--- src/rtl/pulse_train_generator.sv ---
// Programmable pulse-train generator: start delay, high width, low gap and pulse count, with ready/busy/done status.
// Define PULSE_TRAIN_RETRIGGER_EN to let a start request while busy restart the train.
module pulse_train_generator #(
  parameter int   CNT_W       = 16,
  parameter int   NUM_W       = 8,
  parameter int   RESET_DELAY = 3,
  parameter logic IDLE_LEVEL  = 1'b0
) (
  input  logic             clk,
  input  logic             reset,
  input  logic             start,
  input  logic             abort,
  input  logic [CNT_W-1:0] start_delay,
  input  logic [CNT_W-1:0] pulse_width,
  input  logic [CNT_W-1:0] gap_width,
  input  logic [NUM_W-1:0] pulse_count,
  output logic             pulse_out,
  output logic             busy,
  output logic             done,
  output logic             ready_after_reset,
  output logic [2:0]       state_dbg
);

  typedef enum logic [2:0] {
    RST_DLY = 3'd0,
    IDLE    = 3'd1,
    DELAY   = 3'd2,
    HIGH    = 3'd3,
    LOW     = 3'd4
  } state_t;

  state_t           state;
  logic [1:0]       rst_sync;
  logic             rst_released;
  logic [CNT_W-1:0] cnt;
  logic [CNT_W-1:0] w_lat;
  logic [CNT_W-1:0] g_lat;
  logic [NUM_W-1:0] n_lat;
  logic [NUM_W-1:0] pulse_num;
  logic [CNT_W-1:0] d_eff;
  logic [CNT_W-1:0] w_eff;
  logic [CNT_W-1:0] g_eff;
  logic [NUM_W-1:0] n_eff;
  logic             active_state;
  logic             restart;
  logic             last_pulse;

  assign state_dbg = state;

  always_comb begin
    d_eff = (start_delay == '0) ? CNT_W'(1) : start_delay;
    w_eff = (pulse_width == '0) ? CNT_W'(1) : pulse_width;
    g_eff = (gap_width   == '0) ? CNT_W'(1) : gap_width;
    n_eff = (pulse_count == '0) ? NUM_W'(1) : pulse_count;
  end

  assign active_state = (state == DELAY) || (state == HIGH) || (state == LOW);
  assign last_pulse   = (pulse_num == (n_lat - NUM_W'(1)));

  // Handshake: start is a level request sampled on each rising edge while IDLE
  // (or while busy when retrigger is built in); abort always outranks start.
`ifdef PULSE_TRAIN_RETRIGGER_EN
  assign restart = start && !abort && ((state == IDLE) || active_state);
`else
  assign restart = start && !abort && (state == IDLE);
`endif

  always_ff @(posedge clk or negedge reset) begin
    if (!reset) begin
      rst_sync <= 2'b00;
    end else begin
      rst_sync <= {rst_sync[0], 1'b1};
    end
  end

  assign rst_released = rst_sync[1];

  // cnt holds the remaining cycles of the current phase after the present one.
  always_ff @(posedge clk or negedge reset) begin
    if (!reset) begin
      state             <= RST_DLY;
      cnt               <= '0;
      w_lat             <= '0;
      g_lat             <= '0;
      n_lat             <= '0;
      pulse_num         <= '0;
      pulse_out         <= IDLE_LEVEL;
      busy              <= 1'b0;
      done              <= 1'b0;
      ready_after_reset <= 1'b0;
    end else begin
      done <= 1'b0;
      if (state == RST_DLY) begin
        if (rst_released) begin
          if (cnt == CNT_W'(RESET_DELAY - 1)) begin
            ready_after_reset <= 1'b1;
            cnt               <= '0;
            state             <= IDLE;
          end else begin
            cnt <= cnt + CNT_W'(1);
          end
        end
      end else if (active_state && abort) begin
        state     <= IDLE;
        pulse_out <= IDLE_LEVEL;
        busy      <= 1'b0;
        cnt       <= '0;
      end else if (restart) begin
        w_lat     <= w_eff;
        g_lat     <= g_eff;
        n_lat     <= n_eff;
        pulse_num <= '0;
        busy      <= 1'b1;
        if (d_eff == CNT_W'(1)) begin
          state     <= HIGH;
          pulse_out <= ~IDLE_LEVEL;
          cnt       <= w_eff - CNT_W'(1);
        end else begin
          state     <= DELAY;
          pulse_out <= IDLE_LEVEL;
          cnt       <= d_eff - CNT_W'(2);
        end
      end else begin
        case (state)
          DELAY: begin
            if (cnt == '0) begin
              state     <= HIGH;
              pulse_out <= ~IDLE_LEVEL;
              cnt       <= w_lat - CNT_W'(1);
            end else begin
              cnt <= cnt - CNT_W'(1);
            end
          end
          HIGH: begin
            if (cnt == '0) begin
              pulse_out <= IDLE_LEVEL;
              if (last_pulse) begin
                state <= IDLE;
                busy  <= 1'b0;
                done  <= 1'b1;
              end else begin
                state <= LOW;
                cnt   <= g_lat - CNT_W'(1);
              end
            end else begin
              cnt <= cnt - CNT_W'(1);
            end
          end
          LOW: begin
            if (cnt == '0) begin
              state     <= HIGH;
              pulse_out <= ~IDLE_LEVEL;
              cnt       <= w_lat - CNT_W'(1);
              pulse_num <= pulse_num + NUM_W'(1);
            end else begin
              cnt <= cnt - CNT_W'(1);
            end
          end
          default: begin
          end
        endcase
      end
    end
  end

  a_done_single: assert property (@(posedge clk) disable iff (!reset) done |=> !done);
  a_busy_done:   assert property (@(posedge clk) disable iff (!reset) !(busy && done));
  a_idle_level:  assert property (@(posedge clk) disable iff (!reset) !busy |-> (pulse_out == IDLE_LEVEL));

endmodule
--- config.mk ---
export PLATFORM = sky130hd
export DESIGN_NAME = pulse_train_generator
export DESIGN_NICKNAME = d
export VERILOG_FILES = /design/src/rtl/pulse_train_generator.sv
export SDC_FILE = /design/constraint.sdc
export NUM_CORES = 1
export LEC_CHECK = 0
export ABC_AREA = 0
export CAP_MARGIN = 40
export CORE_MARGIN = 5
export CORE_UTILIZATION = 32
export DETAILED_ROUTE_END_ITERATION = 16
export GPL_ROUTABILITY_DRIVEN = 1
export HOLD_SLACK_MARGIN = 0.12
export PLACE_DENSITY = 0.6
export SETUP_SLACK_MARGIN = 0.2
export SLEW_MARGIN = 25
export SYNTH_ARGS = -nofsm -noshare
export SYNTH_HDL_FRONTEND = slang
export SYNTH_SLANG_ARGS = --single-unit
--- constraint.sdc ---
create_clock -name clk -period 4.5 [get_ports clk]
set_input_delay 0.9 -clock clk [delete_from_list [all_inputs] [get_ports clk]]
set_output_delay 0.9 -clock clk [all_outputs]
set_load 0.02 [all_outputs]
After elaboration in Yosys (flattened, before gate mapping) --
Index checks and enable logic that the tools add are counted.
Cells by class: bitwise operators 2, eq/ne operators 14, reduce and logical (&&, ||, !) cells 27, $add $sub $neg 8, mux-type cells 44
Operators with widths (count):
- 16-bit two-way mux | 12
- 16-bit logical NOT | 4
- 16-bit by 1-bit subtractor with 16-bit output, second input constant | 4
- 8-bit two-way mux | 4
- 16-bit one-hot mux with 2 select lines | 1
- 3-bit two-way mux | 8
- 1-bit two-way mux | 17
- 16-bit by 1-bit adder with 16-bit output, second input constant | 1
- 16-bit by 1-bit == test with 1-bit output, second input constant | 1
- 16-bit by 2-bit == test with 1-bit output, second input constant | 1
- 16-bit by 2-bit subtractor with 16-bit output, second input constant | 1
- 4-bit AND reduction | 3
- 3-bit AND reduction | 3
- 3-bit nonzero test | 3
- 8-bit by 1-bit adder with 8-bit output, second input constant | 1
- 8-bit == test | 1
- 8-bit logical NOT | 1
- 8-bit by 1-bit subtractor with 8-bit output, second input constant | 1
- 3-bit by 2-bit == test with 1-bit output, second input constant | 2
- 6-bit inequality test, second input constant | 1
- 3-bit one-hot mux with 2 select lines | 1
- 5-bit by 1-bit inequality test with 1-bit output, second input constant | 1
- 5-bit by 2-bit inequality test with 1-bit output, second input constant | 1
- 5-bit AND reduction | 1
- other kinds (16) | 21
Word-level totals: output and inout bits 7, register bits 73, word-level logic and storage cells 106, input port bits 60

Longest topological paths before layout --
Gate-level depths: netlist of the first run.
depth in word-level cells 8, mapped depth 12, depth with buffers taken out 12

Worst setup path before layout of the first run --
No wires, ideal clock.
path kind input to register, start point in pulse_width[4], end point reg cnt[8], data arrival time 3.100 ns, data required time 4.371 ns, stages 12, path slack 1.271 ns, path through nor4_1 -> nand4_1 -> nor2_1 -> nor2_1 -> ha_1 -> nor3b_1 -> nand2_1 -> xor2_1 -> a211oi_1 -> o21ai_0 -> o311a_1 -> o21ai_0
On the way: longest elaborated chain between the ends 7
Ends and longest elaborated chain:
- start, declared | line 14 | input logic [CNT_W-1:0] pulse_width,
- 16-bit logical NOT | line 52 | w_eff = (pulse_width == '0) ? CNT_W'(1) : pulse_width;
- 16-bit two-way mux (*) | line 52
- 16-bit by 1-bit subtractor with 16-bit output (*) | line 117 | cnt <= w_eff - CNT_W'(1);
- 16-bit two-way mux (*) | line 114 | if (d_eff == CNT_W'(1)) begin
- 16-bit two-way mux (*) | line 108 | end else if (restart) begin
- 16-bit two-way mux (*) | line 103 | end else if (active_state && abort) begin
- 16-bit two-way mux (*) | line 93 | if (state == RST_DLY) begin
- end signal, assigned | line 100 | cnt <= cnt + CNT_W'(1);
- end signal, assigned | line 117
- end signal, assigned | line 121 | cnt <= d_eff - CNT_W'(2);
- end, declared | line 35 | logic [CNT_W-1:0] cnt;
Mark *: on every way between the ends. The rest lies on a longest branch, timed or not. A chain may end at the register's enable or synchronous reset.

Final worst setup path of the first run --
Ends and elaborated chain as after synthesis.

==> summary.md, run 1 <==
| Metric | Value |
|---|---|
| Status | complete, no violations |
| Gpl congestion | 0.8668 |
| Post-synthesis cell type count | 68 |
| Tmin final | 3.331 ns |
| Avg WL per Cell | 16.51 µm |
| Worst path max stage delay | 0.54 ns |
| Global-route usage over all layers | 0.1656 |
| Leakage | 2.803 nW |
| R2R cell count | 7 |
| Clock Power Share | 0.464 |
| Vias per cell | 5.369 |
| Data arrival, critical path | 3.54 ns |
| Syn Nets | 797 |
| Skew-Pair Late Insertion Delay | 0.35 ns |
| Mapped Area | 5579 µm² |
| Routed Antenna Nets | 0 |
| Layout cells sized above 1 | 0.06178 |
| Via count | 5,380 |
| Yosys top cell by area | dfrtp_1 |
| CTS buffer count | 9 |
| Fin nets | 841 |
| Startpoint of the worst hold path | rst_sync[0] |
| GRT Residual Overflow | 0 |
| Maximum vdd drop | 165.7 µV |
| Die height | 142.0 µm |
| Number of synthesized flops with an enable pin | 0 |
| Setup Buffers After CTS | 0 |
| Mapped Cells | 728 |
| CP Cell Sequence | clkdlybuf4s50_1, nor4_1, buf_4, nand4_1, nor2_1, nor2_1, ha_1, nor3b_1, buf_4, nand2_1, xor2_1, a211oi_1, o21ai_0, o311a_1, o21ai_0 |
| Detailed Routing Iterations Pass 1 | 5 |
| Final hold violation count | 0 |
| Yosys top cell area share | 0.3274 |
| Placement Rows | 48 |
| Dpl hpwl | 12,440 µm |
| Combinational power share | 0.081 |
| Synth Register Bits | 73 |
| Clock Skew | 0.009971 ns |
| Worst-path clk slew | 0.06 ns |
| Post-synth top cells | 159 x nand2_1, 73 x dfrtp_1, 59 x nor2_1 |
| Initial DRC count | 547 |
| Crit-path slowest cell | clkdlybuf4s50_1 |
| Vias in the first global route | 4,935 |
| RSZ-0062 raised after global routing | no |
| Clock Sinks | 73 |
| Crit end category | flop |
| First-pass GRT wire length | 26,760 µm |
| TritonCTS clock tree | built |
| Share of power burned in registers | 0.455 |
| Int Pwr | 1.106 mW |
| Final setup violation count | 0 |
| Switching pwr | 0.3418 mW |
| Sw frac | 0.2360 |
| Hold path depth | 0 |
| Boundary pin count | 67 |
| Max Freq | 300.2 MHz |
| Max clock buf depth | 2 |
| Pin count of the biggest net entering global routing | 44 |
| Antenna violations before repair | 0 |
| Synth Warn # | 0 |
| Initial Util | 0.3248 |
| FF-to-FF End | cnt[13] |
| Non-Filler Instances | 1,002 |
| Seq/Total Area, Yosys | 0.3274 |
| Diodes inserted | 0 |
| CTS resizes | 0 |
| Worst reg2reg setup slack | 1.26 ns |
| Pwr dens | 215.1 nW/µm² |
| Worst min path class | reg2reg |
| Top-count cell post-synth | nand2_1 |
| Area delta synth->final | 20.65% |
| Placed insts | 986 |
| DRC Markers | 0 |
| Max-slew violation count | 0 |
| Ranking of synthesized cells by area | dfrtp_1 33%, nand2_1 11%, xor2_1 6.3% |
| Worst slew pin tran | 0.7918 ns |
| Clk root buf | clkbuf_16 |
| Worst r2r src | cnt[0] |
| Ys flop type | dfrtp_1 |
| Die width | 142.0 µm |
| Critical path class | in2reg |
| Required time worst endpoint | 4.71 ns |
| H-tree levels | 3 |
| Buffers on Ports | 66 |
| Die Area | 20,180 µm² |
| Tcrit/Tclk final | 0.7403 |
| CP Launch Type | input port |
| Post-synthesis async set-or-reset flop share | 1.000 |
| Core Area | 17,180 µm² |
| Hold EP | rst_sync[1] |
| Relative slew margins | 0.4585 |
| Max Cap Viol | 0 |
| # hold bufs at CTS | 0 |
| Final setup TNS | 0 ns |
| Syn avg cell area | 7.664 µm² |
| Worst-path fanout max | 9 |
| Final wirelength | 16,540 µm |
-- sequential cells by signal, indices dropped and copies added (netlist names) --
signal and count:
state_dbg 3, pulse_num 8, done 1, pulse_out 1
rst_sync 2, w_lat 16, n_lat 8, cnt 16
ready_after_reset 1, busy 1, g_lat 16
-- per-layer routing --
layer / GRT usage / vias to the layer above / wire, µm / part of all wire
met2: 0.2576 / 130 / 7621 / 0.46
met5: 0 / - / 0 / 0
li1: - / 2691 / - / -
met1: 0.2353 / 2540 / 7905 / 0.48
met4: 0.05253 / 0 / 278 / 0.017
met3: 0.02722 / 19 / 734 / 0.044
-- power groups by stage --
stage                     registers [mW]  clock network (mW)  logic (mW)
after global placement             0.671                   0       0.116
after floorplan                    0.671                   0      0.0236
after global routing               0.659               0.720       0.128
final                              0.659               0.671       0.118
after CTS                          0.659               0.687       0.118
after detailed placement           0.671                   0       0.118
-- kinds of logic after synthesis --
| logic type | count (synthesis) | synth area share |
|---|---|---|
| and+or+nand+nor | 371 | 0.3245 |
| AOI/OAI and AO/OA | 138 | 0.1633 |
| DFF | 73 | 0.3274 |
| xor gates and xnor gates | 69 | 0.1083 |
| buffers and inverters | 60 | 0.04261 |
| adders and majority gates | 9 | 0.02018 |
| muxes | 7 | 0.01301 |
| other | 1 | 0.0006722 |
-- per-stage QoR --
stage          setup slack, ns  instance area (µm²)  utilization  power [mW]  hold WS, ns
6_report                 1.169                 6731       0.3919       1.448       0.3648
5_1_grt                 0.9672                 6731       0.3919       1.506       0.3836
4_1_cts                  1.181                 6731       0.3919       1.465       0.3716
3_5_place_dp            0.8027                 6457       0.3759      0.7887       0.3629
3_3_place_gp            0.8623                 6437       0.3748      0.7865       0.3341
2_1_floorplan            1.271                 5579            -      0.6943       0.3312
-- placed cells by master, fill, tap and decap left out, types with 4 or more instances in the layout --
cell / synthesis / routed
o311a_1: 4 / 4
nand4_1: 8 / 8
buf_4: 2 / 14
o211ai_1: 9 / 9
and3_1: 9 / 9
clkbuf_16: 0 / 9
a21oi_1: 11 / 11
nand2_1: 159 / 159
or3_1: 7 / 7
mux2i_1: 5 / 5
nand4b_1: 5 / 5
clkdlybuf4s50_1: 0 / 65
a31o_2: 4 / 4
nor2_1: 59 / 59
inv_1: 13 / 13
nand3_1: 23 / 23
a31oi_1: 6 / 6
o31ai_1: 7 / 7
a211oi_1: 7 / 7
nand2b_1: 5 / 4
a311oi_1: 5 / 5
o21ai_0: 57 / 57
xor2_1: 40 / 40
nor3_1: 25 / 25
nor4_1: 22 / 22
ha_1: 9 / 9
dfrtp_1: 73 / 73
nor3b_1: 11 / 11
nor2b_1: 7 / 6
xnor2_1: 29 / 29
or4_1: 13 / 13
-- area by class of cell --
class	count	area (µm²)
fill	1843	10450
multi-input combinational	595	3525
sequential	73	1827
timing repair buffer	80	775.7
tap	225	281.5
clock buffer	11	242.7
inverter	13	48.80
clock inverter	5	31.28
-- critical path: cells and delay by family --
family                   cells  cell delay, ns
AO/OA/AOI/OAI                4            0.55
XOR/XNOR                     1            0.16
AND/OR/NAND/NOR              6            0.82
buffers and inverters        3            0.90
adder cells (fa/ha/maj)      1            0.22
-- worst max-delay path by stage --
| stage | slack, ns | cells after the start | start | endpoint |
|---|---|---|---|---|
| 6_report | 1.17 | 15 | pulse_width[4] | cnt[8] |
| 2_1_floorplan | 1.27 | 12 | pulse_width[4] | cnt[8] |
| 3_5_place_dp | 0.80 | 15 | pulse_width[4] | cnt[8] |
| 3_3_place_gp | 0.86 | 15 | pulse_width[4] | cnt[8] |
| 4_1_cts | 1.18 | 15 | pulse_width[4] | cnt[8] |
| 5_1_grt | 0.97 | 15 | pulse_width[4] | cnt[8] |
Power figures use the tool's default switching activity.
==> run 2, diff against run 1 <==
--- a/config.mk
+++ b/config.mk
@@ -12,7 +12,7 @@
 export DETAILED_ROUTE_END_ITERATION = 16
 export GPL_ROUTABILITY_DRIVEN = 1
 export HOLD_SLACK_MARGIN = 0.12
-export PLACE_DENSITY = 0.6
+export PLACE_DENSITY = 0.62
 export SETUP_SLACK_MARGIN = 0.2
 export SLEW_MARGIN = 25
 export SYNTH_ARGS = -nofsm -noshare
==> constraint.sdc (replaced) <==
create_clock -name clk -period 2.8 [get_ports clk]
set_input_delay 0.56 -clock clk [delete_from_list [all_inputs] [get_ports clk]]
set_output_delay 0.56 -clock clk [all_outputs]
set_load 0.02 [all_outputs]
==> run 2 against run 1 <==
Effect of this change: sequential share of layout area is 3.2 points lower; design area grew 13%; global-route usage rose by 0.91 points; largest power group unchanged; combinational power increased by 97%; via count is 5.9% higher; wire length rose by 6.3%; core utilization rose by 5.2 points; sequential cell count is the same; register-to-register slack lost 0.94 ns.
==> summary.md, run 2 (synthesized netlist as in run 1, its figures left out) <==
| Metric | Value |
|---|---|
| Max Cap Viol | 0 (unchanged) |
| Worst min path class | in2async (was reg2reg) |
| Max Freq | 399.2 MHz |
| Worst slew pin tran | 0.5296 ns (was 0.7918 ns) |
| First-pass GRT wire length | 28,400 µm (was 26,760 µm) |
| Initial DRC count | 490 (was 547) |
| Max-slew violation count | 0 (unchanged) |
| Boundary pin count | 67 (unchanged) |
| CP Depth | 9 (was 15) |
| Critical path class | in2reg (unchanged) |
| Gpl congestion | 0.9198 (was 0.8668) |
| Final hold violation count | 0 (unchanged) |
| Clock Sinks | 73 (unchanged) |
| Die Area | 20,180 µm² (unchanged) |
| Worst-path fanout max | 6 (was 9) |
| Buffers on Ports | 66 (unchanged) |
| Diodes inserted | 0 (unchanged) |
| Clock Skew | 0.008644 ns (was 0.009971 ns) |
| Clk root buf | clkbuf_16 (unchanged) |
| Global-route usage over all layers | 0.1747 (was 0.1656) |
| Initial Util | 0.3248 (unchanged) |
| Status | complete, no violations (unchanged) |
| Worst reg2reg setup slack | 0.32 ns (was 1.26 ns) |
| CP Launch Type | input port (unchanged) |
| Tmin final | 2.505 ns |
| Avg WL per Cell | 16.20 µm (was 16.51 µm) |
| Required time worst endpoint | 3.07 ns (was 4.71 ns) |
| Worst r2r src | cnt[0] (unchanged) |
| RSZ-0062 raised after global routing | no (unchanged) |
| DRC Markers | 0 (unchanged) |
| Max clock buf depth | 2 (unchanged) |
| Setup crit end | cnt[15] (was cnt[8]) |
| Vias per cell | 5.251 (was 5.369) |
| CP Buf/Inv Count | 2 (was 3) |
| Pin count of the biggest net entering global routing | 38 (was 44) |
| Core Area | 17,180 µm² (unchanged) |
| Worst-path clk slew | 0.06 ns (about the same) |
| Crit-path slowest cell | or4_4 (was clkdlybuf4s50_1) |
| Detailed Routing Iterations Pass 1 | 5 (unchanged) |
| Placement Rows | 48 (unchanged) |
| Dpl hpwl | 13,380 µm (was 12,440 µm) |
| Top Registers | cnt x16, g_lat x16, w_lat x16 (unchanged) |
| Data arrival, critical path | 2.78 ns (was 3.54 ns) |
| Placed insts | 1,059 (was 986) |
| CP most frequent cell | or4_4 |
| CP Cell Sequence | clkdlybuf4s15_1, or4_4, or4_4, nor3_4, buf_12, o211ai_1, a31o_2, o211a_1, o21ai_1 (was clkdlybuf4s50_1, nor4_1, buf_4, nand4_1, nor2_1, nor2_1, ha_1, nor3b_1, buf_4, nand2_1, xor2_1, a211oi_1, o21ai_0, o311a_1, o21ai_0) |
| H-tree levels | 3 (unchanged) |
| Die height | 142.0 µm (unchanged) |
| CP top delay family | simple AND/OR/NAND/NOR gates (was buffers and inverters) |
| TritonCTS clock tree | built (unchanged) |
| Die width | 142.0 µm (unchanged) |
| Power, Total | 2.661 mW (was 1.448 mW) |
| Crit end category | flop (unchanged) |
| # hold bufs at CTS | 0 (unchanged) |
| Worst path max stage delay | 0.49 ns (was 0.54 ns) |
| Pwr dens | 348.9 nW/µm² (was 215.1 nW/µm²) |
| Maximum vdd drop | 258.7 µV (was 165.7 µV) |
| Non-Filler Instances | 1,085 (was 1,002) |
| Layout cells sized above 1 | 0.1907 (was 0.06178) |
| R2R cell count | 8 (was 7) |
| GRT Residual Overflow | 0 (unchanged) |
| Fin nets | 924 (was 841) |
| Antenna violations before repair | 0 (unchanged) |
| Tcrit/Tclk final | 0.8947 |
| Skew-Pair Late Insertion Delay | 0.35 ns (about the same) |
| CTS buffer count | 9 (unchanged) |
| Routed Antenna Nets | 0 (unchanged) |
| Vias in the first global route | 5,373 (was 4,935) |
| Setup crit start | start_delay[1] (was pulse_width[4]) |
| Post-layout util | 0.4441 (was 0.3919) |
| Final wirelength | 17,580 µm (was 16,540 µm) |
| Area delta synth->final | 36.73% (was 20.65%) |
| Leading cell type in the layout, fill and taps excluded | nand2_1 (unchanged) |
| Via count | 5,697 (was 5,380) |
| Commonest cells after routing, fill and taps aside | 159 x nand2_1, 94 x buf_4, 73 x dfrtp_1, 58 x nor2_1 (was 159 x nand2_1, 73 x dfrtp_1, 65 x clkdlybuf4s50_1, 59 x nor2_1, 57 x o21ai_0) |
| Relative slew margins | 0.6437 (was 0.4585) |
| FF-to-FF End | cnt[14] (was cnt[13]) |
| Final setup violation count | 0 (unchanged) |
| Leakage | 3.314 nW (was 2.803 nW) |
## run 2: per-layer routing
metal	vias to the layer above	part of all wire	global-route usage
met3	25	0.052	0.03495
met1	2673	0.46	0.2417
li1	2844	-	-
met4	0	0.023	0.06313
met5	-	0	0
met2	155	0.46	0.2713
## run 2: repair_timing
item | 4_1_cts | 5_1_grt
hold endpoints to repair | 0 | 0
pin swaps | 14 | 20
gates cloned | 0 | 1
endpoints found under the setup margin | 18 | 16
gates resized for setup | 22 | 35
setup buffers | 7 | 2
## run 2: worst min-delay path by stage
stage	startpoint	slack, ns	cells past startpoint	end
after global placement	rst_sync[0]	0.33	0	rst_sync[1]
after floorplan	reset	0.26	0	busy
after global routing	reset	0.21	1	w_lat[4]
after detailed placement	rst_sync[0]	0.35	0	rst_sync[1]
final	reset	0.18	1	w_lat[11]
after CTS	reset	0.18	1	w_lat[11]
## run 2: worst register-to-register path, stage by stage (launching register included)
cell and delay [ns]:
dfrtp_1 0.49, ha_1 0.25, and3_1 0.27, nand4_1 0.19, nor3b_2 0.25, or4b_2 0.63, nand3_1 0.13, a21oi_1 0.05
o21ai_0 0.15
## run 2: layout make-up
type,count,area [µm²]
inverters,13,48.80
clock inverters,6,115.1
well taps,225,281.5
repair buffers,163,1424
flip-flops and latches,73,1827
multi-input cells,595,3694
fillers,1759,9548
clock buffers,10,239.0
## run 2: per-stage QoR
stage	setup slack [ns]	instance area [µm²]	hold slack [ns]	setup TNS [ns]
CTS	0.2182	7467	0.1833	0
finish	0.2948	7629	0.1753	0
global route	0.1832	7629	0.2110	0
detailed placement	-0.4220	7030	0.3490	-4.837
floorplan	0.1523	5592	0.2644	0
global placement	-0.3798	7010	0.3336	-4.181
## run 2: power breakdown
| group | leakage [nW] | total, mW | switching (mW) | internal (mW) |
|---|---|---|---|---|
| clock network | 0.169 | 1.37 | 0.472 | 0.897 |
| registers | 0.925 | 1.06 | 0.00180 | 1.06 |
| logic | 2.22 | 0.233 | 0.107 | 0.126 |
